`src/rtl/uart_pkg.sv`:
```
// ----------------------------------------------------------------------------
// uart_pkg
// Shared definitions for the UART blocks (transmitter, receiver, arbiter).
//   uart_arb_state_t : arbiter FSM state encoding (IDLE, SEND, HOLD)
//   UART_FRAME_BITS  : default bits per frame (start + 8 data + stop)
//   UART_GAP_BITS    : default idle bit times after each frame
//   cycles_per_bit() : clock cycles per bit time, truncating division
// ----------------------------------------------------------------------------
package uart_pkg;

    typedef enum logic [1:0] {
        ARB_IDLE = 2'd0,
        ARB_SEND = 2'd1,
        ARB_HOLD = 2'd2
    } uart_arb_state_t;

    localparam int UART_FRAME_BITS = 10;
    localparam int UART_GAP_BITS   = 1;

    function automatic int cycles_per_bit(input int clk_freq, input int baud);
        return clk_freq / baud;
    endfunction

endpackage

```
`src/rtl/rr_arbiter.sv`:
```
// ----------------------------------------------------------------------------
// rr_arbiter
// Purely combinational winner selection for uart_tx_arbiter.
//   i_req  [NUM_REQ] : request vector
//   i_ptr  [IW]      : index of the last granted requester (round-robin only)
//   o_gnt  [NUM_REQ] : one-hot winner (all zero when no request)
//   o_idx  [IW]      : index of the winner
// Configuration macro: UART_ARB_FIXED_PRI_EN -- when defined the block is a
// plain priority encoder (lowest index wins) and has no pointer input.
// ----------------------------------------------------------------------------
module rr_arbiter #(
    parameter int NUM_REQ = 4,
    parameter int IW      = $clog2(NUM_REQ)
) (
    input  logic [NUM_REQ-1:0] i_req,
`ifndef UART_ARB_FIXED_PRI_EN
    input  logic [IW-1:0]      i_ptr,
`endif
    output logic [NUM_REQ-1:0] o_gnt,
    output logic [IW-1:0]      o_idx
);

`ifdef UART_ARB_FIXED_PRI_EN
    // Scan from the top down so the lowest set index is the last to write.
    always_comb begin
        o_gnt = '0;
        o_idx = '0;
        for (int k = NUM_REQ - 1; k >= 0; k--) begin
            if (i_req[IW'(k)]) begin
                o_gnt        = '0;
                o_gnt[IW'(k)] = 1'b1;
                o_idx        = IW'(k);
            end
        end
    end
`else
    logic          w_found;
    int            w_cand;
    logic [IW-1:0] w_sel;

    // Search starts one past the last winner and wraps modulo NUM_REQ, so the
    // last winner is considered last.
    always_comb begin
        o_gnt   = '0;
        o_idx   = '0;
        w_found = 1'b0;
        w_cand  = 0;
        w_sel   = '0;
        for (int k = 1; k <= NUM_REQ; k++) begin
            w_cand = int'(i_ptr) + k;
            if (w_cand >= NUM_REQ) begin
                w_cand = w_cand - NUM_REQ;
            end
            w_sel = IW'(w_cand);
            if (!w_found && i_req[w_sel]) begin
                w_found      = 1'b1;
                o_gnt[w_sel] = 1'b1;
                o_idx        = w_sel;
            end
        end
    end
`endif

endmodule

```
`src/rtl/uart_tx_arbiter.sv`:
```
// ----------------------------------------------------------------------------
// uart_tx_arbiter
// Shares one UART transmitter between NUM_REQ byte producers. One byte is
// accepted per frame; after each send pulse further sends are blocked for a
// full frame plus a guard gap, since the transmitter has no busy output.
//   clk              : system clock
//   rstn             : asynchronous active-low reset (shared with transmitter)
//   req      [N]     : per-requester request, held until granted
//   req_data [N][8]  : per-requester byte, stable while its req is high
//   grant    [N]     : one-hot single-cycle pulse, byte captured
//   tx_send          : single-cycle send pulse to the transmitter
//   tx_data  [8]     : byte to the transmitter, held until the next send
//   busy             : high whenever the FSM is not IDLE
//   owner    [log2N] : index of the most recent grant
// Configuration macro: UART_ARB_FIXED_PRI_EN -- fixed priority (lowest index
// wins, no round-robin pointer). Default is round-robin.
// ----------------------------------------------------------------------------
module uart_tx_arbiter
    import uart_pkg::*;
#(
    parameter int NUM_REQ    = 4,
    parameter int CLK_FREQ   = 50_000_000,
    parameter int BAUD       = 115200,
    parameter int FRAME_BITS = UART_FRAME_BITS,
    parameter int GAP_BITS   = UART_GAP_BITS
) (
    input  logic                       clk,
    input  logic                       rstn,
    input  logic [NUM_REQ-1:0]         req,
    input  logic [NUM_REQ-1:0][7:0]    req_data,
    output logic [NUM_REQ-1:0]         grant,
    output logic                       tx_send,
    output logic [7:0]                 tx_data,
    output logic                       busy,
    output logic [$clog2(NUM_REQ)-1:0] owner
);

    localparam int CYCLES_PER_BIT = cycles_per_bit(CLK_FREQ, BAUD);
    localparam int HOLD_CYCLES    = (FRAME_BITS + GAP_BITS) * CYCLES_PER_BIT;
    localparam int IW             = $clog2(NUM_REQ);
    localparam int CW             = $clog2(HOLD_CYCLES + 1);

    if (CYCLES_PER_BIT < 2) begin : g_bad_baud
        $error("uart_tx_arbiter: CLK_FREQ/BAUD must be at least 2");
    end
    if (NUM_REQ < 2 || NUM_REQ > 8) begin : g_bad_num_req
        $error("uart_tx_arbiter: NUM_REQ must be in 2..8");
    end

    uart_arb_state_t    r_state;
    logic [CW-1:0]      r_cnt;
    logic [NUM_REQ-1:0] r_grant;
    logic               r_tx_send;
    logic [7:0]         r_tx_data;
    logic               r_busy;
    logic [IW-1:0]      r_owner;
`ifndef UART_ARB_FIXED_PRI_EN
    logic [IW-1:0]      r_ptr;
`endif

    logic [NUM_REQ-1:0] w_win_gnt;
    logic [IW-1:0]      w_win_idx;
    logic               w_any;

    assign w_any = |req;

    rr_arbiter #(
        .NUM_REQ (NUM_REQ),
        .IW      (IW)
    ) u_rr_arbiter (
        .i_req   (req),
`ifndef UART_ARB_FIXED_PRI_EN
        .i_ptr   (r_ptr),
`endif
        .o_gnt   (w_win_gnt),
        .o_idx   (w_win_idx)
    );

    // grant/tx_send are registered on the edge that enters SEND, so they are
    // high exactly for the SEND cycle and low everywhere else.
    always_ff @(posedge clk or negedge rstn) begin
        if (!rstn) begin
            r_state   <= ARB_IDLE;
            r_cnt     <= '0;
            r_grant   <= '0;
            r_tx_send <= 1'b0;
            r_tx_data <= 8'h00;
            r_busy    <= 1'b0;
            r_owner   <= '0;
`ifndef UART_ARB_FIXED_PRI_EN
            r_ptr     <= IW'(NUM_REQ - 1);
`endif
        end else begin
            r_grant   <= '0;
            r_tx_send <= 1'b0;
            case (r_state)
                ARB_IDLE: begin
                    if (w_any) begin
                        r_state   <= ARB_SEND;
                        r_grant   <= w_win_gnt;
                        r_tx_send <= 1'b1;
                        r_tx_data <= req_data[w_win_idx];
                        r_owner   <= w_win_idx;
                        r_busy    <= 1'b1;
`ifndef UART_ARB_FIXED_PRI_EN
                        r_ptr     <= w_win_idx;
`endif
                    end
                end
                ARB_SEND: begin
                    // Counting HOLD_CYCLES-1 down to 0 gives HOLD_CYCLES cycles.
                    r_cnt   <= CW'(HOLD_CYCLES - 1);
                    r_state <= ARB_HOLD;
                end
                ARB_HOLD: begin
                    if (r_cnt == '0) begin
                        r_state <= ARB_IDLE;
                        r_busy  <= 1'b0;
                    end else begin
                        r_cnt <= r_cnt - CW'(1);
                    end
                end
                default: begin
                    r_state <= ARB_IDLE;
                    r_busy  <= 1'b0;
                end
            endcase
        end
    end

    assign grant   = r_grant;
    assign tx_send = r_tx_send;
    assign tx_data = r_tx_data;
    assign busy    = r_busy;
    assign owner   = r_owner;

endmodule
```
`config.mk`:
```
export PLATFORM = sky130hd
export DESIGN_NAME = uart_tx_arbiter
export DESIGN_NICKNAME = d
export VERILOG_FILES = /design/src/rtl/uart_pkg.sv /design/src/rtl/rr_arbiter.sv /design/src/rtl/uart_tx_arbiter.sv
export SDC_FILE = /design/constraint.sdc
export NUM_CORES = 1
export LEC_CHECK = 0
export ABC_CLOCK_PERIOD_IN_PS = 4400
export CORE_MARGIN = 5
export CORE_UTILIZATION = 32
export CTS_BUF_LIST = sky130_fd_sc_hd__clkbuf_4
export DETAILED_ROUTE_END_ITERATION = 6
export GPL_TIMING_DRIVEN = 0
export PLACE_DENSITY = 0.52
export SETUP_SLACK_MARGIN = 0.2
export SYNTH_ARGS = -nofsm -noshare
export SYNTH_HDL_FRONTEND = slang
export SYNTH_SLANG_ARGS = --single-unit
```
`constraint.sdc`:
```
create_clock -name clk -period 4.4 [get_ports clk]
set_input_delay 0.88 -clock clk [delete_from_list [all_inputs] [get_ports clk]]
set_output_delay 0.88 -clock clk [all_outputs]
set_load 0.05 [all_outputs]
```
---- Word level (Yosys, flattened, before mapping) ----
Cells that the tools add are included.
word-level totals
  memory bits (read-only) ................. 0
  register bits ........................... 33
  output and inout bits ................... 16
  bits in writable memories ............... 0
  word-level logic and storage cells ...... 102
  bits in latches ......................... 0
  bits of input ports ..................... 38
  memories kept ........................... 0
operators by class
  reductions and logical operators ........ 18
  equal/unequal tests ..................... 5
  $mul .................................... 0
  shifts and indexed selects .............. 0
  bitwise logic cells ..................... 4
  magnitude comparators ................... 13
  muxes and demuxes ....................... 45
  divide/modulo/power cells ............... 0
  $add $sub $neg .......................... 9
operator list
  operator                                                                       number
  13-bit case mux with 2 select lines                                            1
  4-bit 2-to-1 mux                                                               6
  2-bit 2-to-1 mux                                                               10
  8-bit binary-select mux with 2-bit select                                      1
  2-bit by 3-bit less-than comparator with 1-bit output (second input constant)  5
  1-bit 2-to-1 mux                                                               15
  13-bit logical NOT                                                             1
  13-bit 2-to-1 mux                                                              1
  13-bit by 1-bit subtractor with 13-bit output (second input constant)          1
  4-bit bitwise OR                                                               3
  3-bit >= comparator (second input constant)                                    3
  1-bit binary-select mux with 2-bit select                                      4
  1-bit demux with 2-bit select                                                  4
  2-bit by 1-bit >= comparator with 1-bit output (second input constant)         4
  8-bit 2-to-1 mux                                                               1
  2-bit by 1-bit subtractor with 2-bit output (second input constant)            4
  1-bit logical AND                                                              7
  2-bit by 2-bit adder with 3-bit output (second input constant)                 2
  2-bit inequality test (second input constant)                                  3
  2-bit case mux with 3 select lines                                             1
  2-bit AND reduction                                                            3
  2-bit by 3-bit adder with 4-bit output (second input constant)                 1
  4-bit by 3-bit >= comparator with 1-bit output (second input constant)         1
  4-bit OR reduction                                                             1
  other kinds (9)                                                                11

---- Depth between registers and ports, before layout ----
  word-level depth ........................ 17
  depth in mapped cells ................... 12
  gate-level depth less buffers ........... 8

---- By module ----
From an unflattened synthesis, not the netlist that was laid out.
unflattened totals
  cell total of the unflattened synthesis .. 224
  area total of the unflattened synthesis .. 2,202.1 um^2
modules (own cells, without submodules)
  module           area an instance (um^2)  times used  cells each  seq. area each (um^2)
  uart_tx_arbiter  1,711.6                  1           165         828.3
  rr_arbiter       490.5                    1           59          0.0

---- Worst setup path before layout ----
OpenSTA, ideal clock, no wires.
  path type ............................... register -> register
  start ................................... register r_ptr[0]
  end ..................................... register r_tx_data[6], in the netlist tx_data[6]
  cell stages (with the launch flop) ...... 13
  path buffers ............................ 4
  required time ........................... 4.254 ns
  slack ................................... 1.416 ns
  library setup time ...................... 0.146 ns
  period minus slack after synthesis ...... 2.984 ns
  data arrival time ....................... 2.838 ns
  cells stage by stage .................... dfstp_2 buf_6 clkbuf_8 inv_1 ha_1 mux4_1 clkbuf_8 clkbuf_1 a21oi_1 o31a_1 o311ai_0 a21oi_1 a211oi_1
between the ends
  cells in the longest elaborated chain, start to end .. 17
  elaborated cells between the ends (all ways) .. 39
  classes of those cells .................. add/sub: 8; order compare: 4; mux: 21; reduce/logical: 6
RTL lines
  element                                                                                    RTL line                            source
  from (decl)                                                                                uart_tx_arbiter.sv:58               logic [IW-1:0] r_ptr;
  from (signal assigned)                                                                     uart_tx_arbiter.sv:91               r_ptr <= IW'(NUM_REQ - 1);
  from (signal assigned)                                                                     uart_tx_arbiter.sv:106              r_ptr <= w_win_idx;
  2-bit by 1-bit adder with 3-bit output                                                     rr_arbiter.sv:50                    w_cand = int'(i_ptr) + k;
  3-bit >= comparator / 2-bit by 1-bit subtractor with 2-bit output (equally long branches)  rr_arbiter.sv:51, rr_arbiter.sv:52
  2-bit 2-to-1 mux                                                                           rr_arbiter.sv:51                    if (w_cand >= NUM_REQ) begin
  1-bit binary-select mux with 2-bit select                                                  rr_arbiter.sv:55                    if (!w_found && i_req[w_sel]) begin
  1-bit 2-to-1 mux (not written as such)                                                     rr_arbiter.sv:55
  1-bit 2-to-1 mux                                                                           rr_arbiter.sv:55
  1-bit logical NOT                                                                          rr_arbiter.sv:55
  1-bit logical AND                                                                          rr_arbiter.sv:55
  1-bit 2-to-1 mux                                                                           rr_arbiter.sv:55
  1-bit logical NOT                                                                          rr_arbiter.sv:55
  1-bit logical AND                                                                          rr_arbiter.sv:55
  1-bit 2-to-1 mux                                                                           rr_arbiter.sv:55
  1-bit logical NOT                                                                          rr_arbiter.sv:55
  1-bit logical AND                                                                          rr_arbiter.sv:55
  2-bit 2-to-1 mux *                                                                         rr_arbiter.sv:55
  8-bit binary-select mux with 2-bit select *                                                uart_tx_arbiter.sv:102              r_tx_data <= req_data[w_win_idx];
  8-bit 2-to-1 mux (not written as such) *                                                   uart_tx_arbiter.sv:102
  to (signal assigned)                                                                       uart_tx_arbiter.sv:102
  to (decl)                                                                                  uart_tx_arbiter.sv:54               logic [7:0] r_tx_data;
Mark *: on every way between the ends. The rest lies on a longest branch, timed or not. The select of a mux whose other input is x is not followed.
A chain may end at the register's enable or synchronous reset.

---- Worst setup path in the final report ----
  start ................................... register r_ptr[0]
  end ..................................... register r_tx_data[3], in the netlist tx_data[3]
The elaborated chain is that of the path after synthesis.

==> results.py <==
metrics = {
    "global_routing": {
        "grt_pass1_vias": 2089,
        "antenna_found_initial": 0,
        "overflow": 0,
        "grt_first_pass_wirelength_mm": 10.2,
        "grt_usage_pct": 14.0,
        "grt_max_degree": 34,
    },
    "timing": {
        "tightest_slew_ns": 0.836,
        "fmax_mhz": 285,
        "setup_viol": 0,
        "min_period_ns": 3.51,
        "max_slew_margin_pct": 42.9,
        "min_period_over_period_pct": 79.7,
        "skew_ns": 0.00772,
        "finalHoldViolations": 0,
        "slew_viol_final": 0,
        "rsz0062_at_grt": "false",
        "fin_hold_ws_ns": 0.484,
        "tns_ns": 0,
    },
    "setup_path": {
        "startpoint_type": "register",
        "end_kind": "register",
        "r2r_cells": 11,
        "critPathArrivalTime_ns": 3.69,
        "path_max_fanout": 10,
        "required_ns": 4.58,
        "crit_type": "reg -> reg",
    },
    "synth": {
        "yosys-top-cells-area": "dfrtp_1 (33%), mux2i_1 (10%), nor2_1 (5.4%)",
        "syn_nets": 303,
        "yosysUniqueCellTypes": 51,
        "syn_avg_cell_area_um2": 9.31,
        "yosysSeqAreaShare_pct": 34.9,
        "synth_async_sr_flop_share_pct": 100,
        "synth_edf_count": 0,
        "ys_ff_latch": 33,
        "yosysMostFrequentCell": "nor2_1",
        "yosys_warnings": 0,
        "synth_top_cell_by_area": "dfrtp_1",
        "synth_common_cells": "nor2_1 (34), dfrtp_1 (31), mux2i_1 (24)",
        "syn_area_um2": 2370,
        "syn_inst": 255,
        "yosysTopAreaCellShare_pct": 32.7,
        "synth_ff_type": "dfrtp_1",
    },
    "route": {
        "wl_per_cell_um": 14.7,
        "drcViolationCount": 0,
        "first_pass_iters": 4,
        "drt_iter0_markers": 85,
        "drt_wl_total_mm": 6.08,
        "ant_nets": 0,
        "vias_per_cell": 5.09,
        "vias": 2106,
    },
    "floorplan": {
        "die-area_um2": 9240,
        "io_pins": 54,
        "initial_core_util_pct": 32.7,
        "die_h_um": 96.1,
        "core_um2": 7250,
        "rows": 31,
        "die_x_um": 96.1,
    },
    "clocking": {
        "root_buffer": "clkbuf_4",
        "numClockSinks": 33,
        "post_cts_buffers": 0,
        "ctsResizeCount": 0,
        "path_clk_slew_ns": 0.11,
        "clk_latency_ns": 0.33,
        "cts_buffers": 5,
        "cts_tree": "yes",
        "cts_max_level": 2,
        "clockBufferDepth": 2,
        "cts_hold_repair.buffers": 0,
    },
    "power_and_ir_drop": {
        "ir_worst_vdd_mv": 0.313,
        "leakage_nw": 1.29,
        "power_density_nw_per_um2": 742,
    },
    "layout": {
        "fin_nets": 362,
        "fin_util_pct": 42.2,
        "syn_to_final_growth_pct": 29.0,
        "regArea_um2": 828,
        "antenna_cells": 0,
        "multi_input_area_um2": 1390,
        "layout-drive-gt1-share_pct": 9.52,
        "fillers": 722,
    },
    "hold_path": {
        "min_path_type": "reg -> reg",
        "hold_depth": 2,
    },
    "outcome": {
        "status": "finished clean",
    },
    "place": {
        "place.gp.congestion": 0.748,
        "hpwl_mm": 4.55,
        "io_buffers": 52,
    },
    "run": {
        "drv_cap": 0,
    },
}
==> logic make-up (layout without fill, tap and decap cells) <==
logic type / after synthesis / in the layout / share of synthesized area [%]
buffers and inverters: 25 / 85 / 6.53
adder cells (fa/ha/maj): 10 / 10 / 5.27
AO/OA/AOI/OAI: 56 / 56 / 17.1
AND/OR/NAND/NOR: 94 / 94 / 19.3
XOR/XNOR: 9 / 9 / 3.32
multiplexers: 28 / 28 / 13.6
flip-flops: 33 / 33 / 34.9
==> cell type report <==
type / count / area share, %
Buffer: 13 / 3.59
Clock buffer: 5 / 1.22
Clock inverter: 3 / 0.408
Inverter: 12 / 1.47
Multi-Input combinational cell: 197 / 45.4
Sequential cell: 33 / 27.0
Tap cell: 99 / 4.04
Timing Repair Buffer: 52 / 16.8
==> worst max-delay path, cell delays in order (launching register included) <==
cell and delay (ns):
dfstp_2 0.62, buf_6 0.16, clkbuf_8 0.18, inv_1 0.12
ha_1 0.39, mux4_2 0.35, a31o_1 0.24, and2_4 0.16
buf_6 0.13, and3_1 0.17, a2111oi_0 0.72, a211oi_1 0.10
==> metrics by stage <==
step	total power, W	instance area, µm²	worst slack, ns	cells
3_5_place_dp	0.00213	3010	0.739	406
2_1_floorplan	0.00169	2370	1.42	255
5_1_grt	0.00246	3060	0.747	414
3_3_place_gp	0.00212	3020	0.749	406
4_1_cts	0.00229	3060	0.884	414
6_report	0.00227	3060	0.893	414
==> flip-flops by register name, indices dropped and copies added (netlist names) <==
register,flops
r_cnt,13
tx_data,8
grant,4
owner,2
r_ptr,2
r_state,2
busy,1
tx_send,1
==> worst paths after layout <==
| path | endpoint | start | slack [ns] |
|---|---|---|---|
| setup / recovery | tx_data[3]$_DFFE_PN0P_ | r_ptr[0]$_DFFE_PN1P_ | 0.89 |
| hold / removal | busy$_DFFE_PN0P_ | busy$_DFFE_PN0P_ | 0.48 |
| setup reg to reg | tx_data[3]$_DFFE_PN0P_ | r_ptr[0]$_DFFE_PN1P_ | 0.89 |
| hold reg to reg | busy$_DFFE_PN0P_ | busy$_DFFE_PN0P_ | 0.48 |
| max in group asynchronous | r_cnt[11]$_DFFE_PN0P_ | rstn | 3.33 |
| min in group asynchronous | tx_data[3]$_DFFE_PN0P_ | rstn | 0.60 |
==> metal layers <==
metal	track usage (%)	share of wire [%]	routed length, µm	vias up
met5	0	0	0	-
met1	19.2	48	2910	1017
met2	22.9	48	2920	35
met3	2.58	3.4	208	4
li1	-	-	-	1050
met4	3.20	0.72	44	0
==> where the power goes <==
group | internal (W) | leakage [nW] | switching, W
registers | 0.000427 | 0.389 | 0.0000845
logic | 0.000655 | 0.869 | 0.000946
clock network | 0.0000578 | 0.0300 | 0.000104
total | 0.00114 | 1.29 | 0.00113
==> layout by cell type (no fill, tap or decap), types with 3 or more instances in the layout <==
master / n
clkbuf_4: 5
o22ai_1: 7
xnor2_1: 7
o21ai_0: 9
a2111oi_0: 7
buf_6: 5
nor2_1: 34
nor2b_1: 9
a221oi_1: 5
nand2b_1: 3
inv_1: 12
clkdlybuf4s50_1: 51
nor4_1: 4
nand3_1: 6
nor3_1: 3
and3_2: 4
a211oi_1: 8
nand2_1: 20
a22oi_1: 4
ha_1: 10
and3_1: 3
mux2i_1: 24
a21oi_1: 5
dfrtp_1: 31
Note: power is estimated with default switching activity, not from simulation.
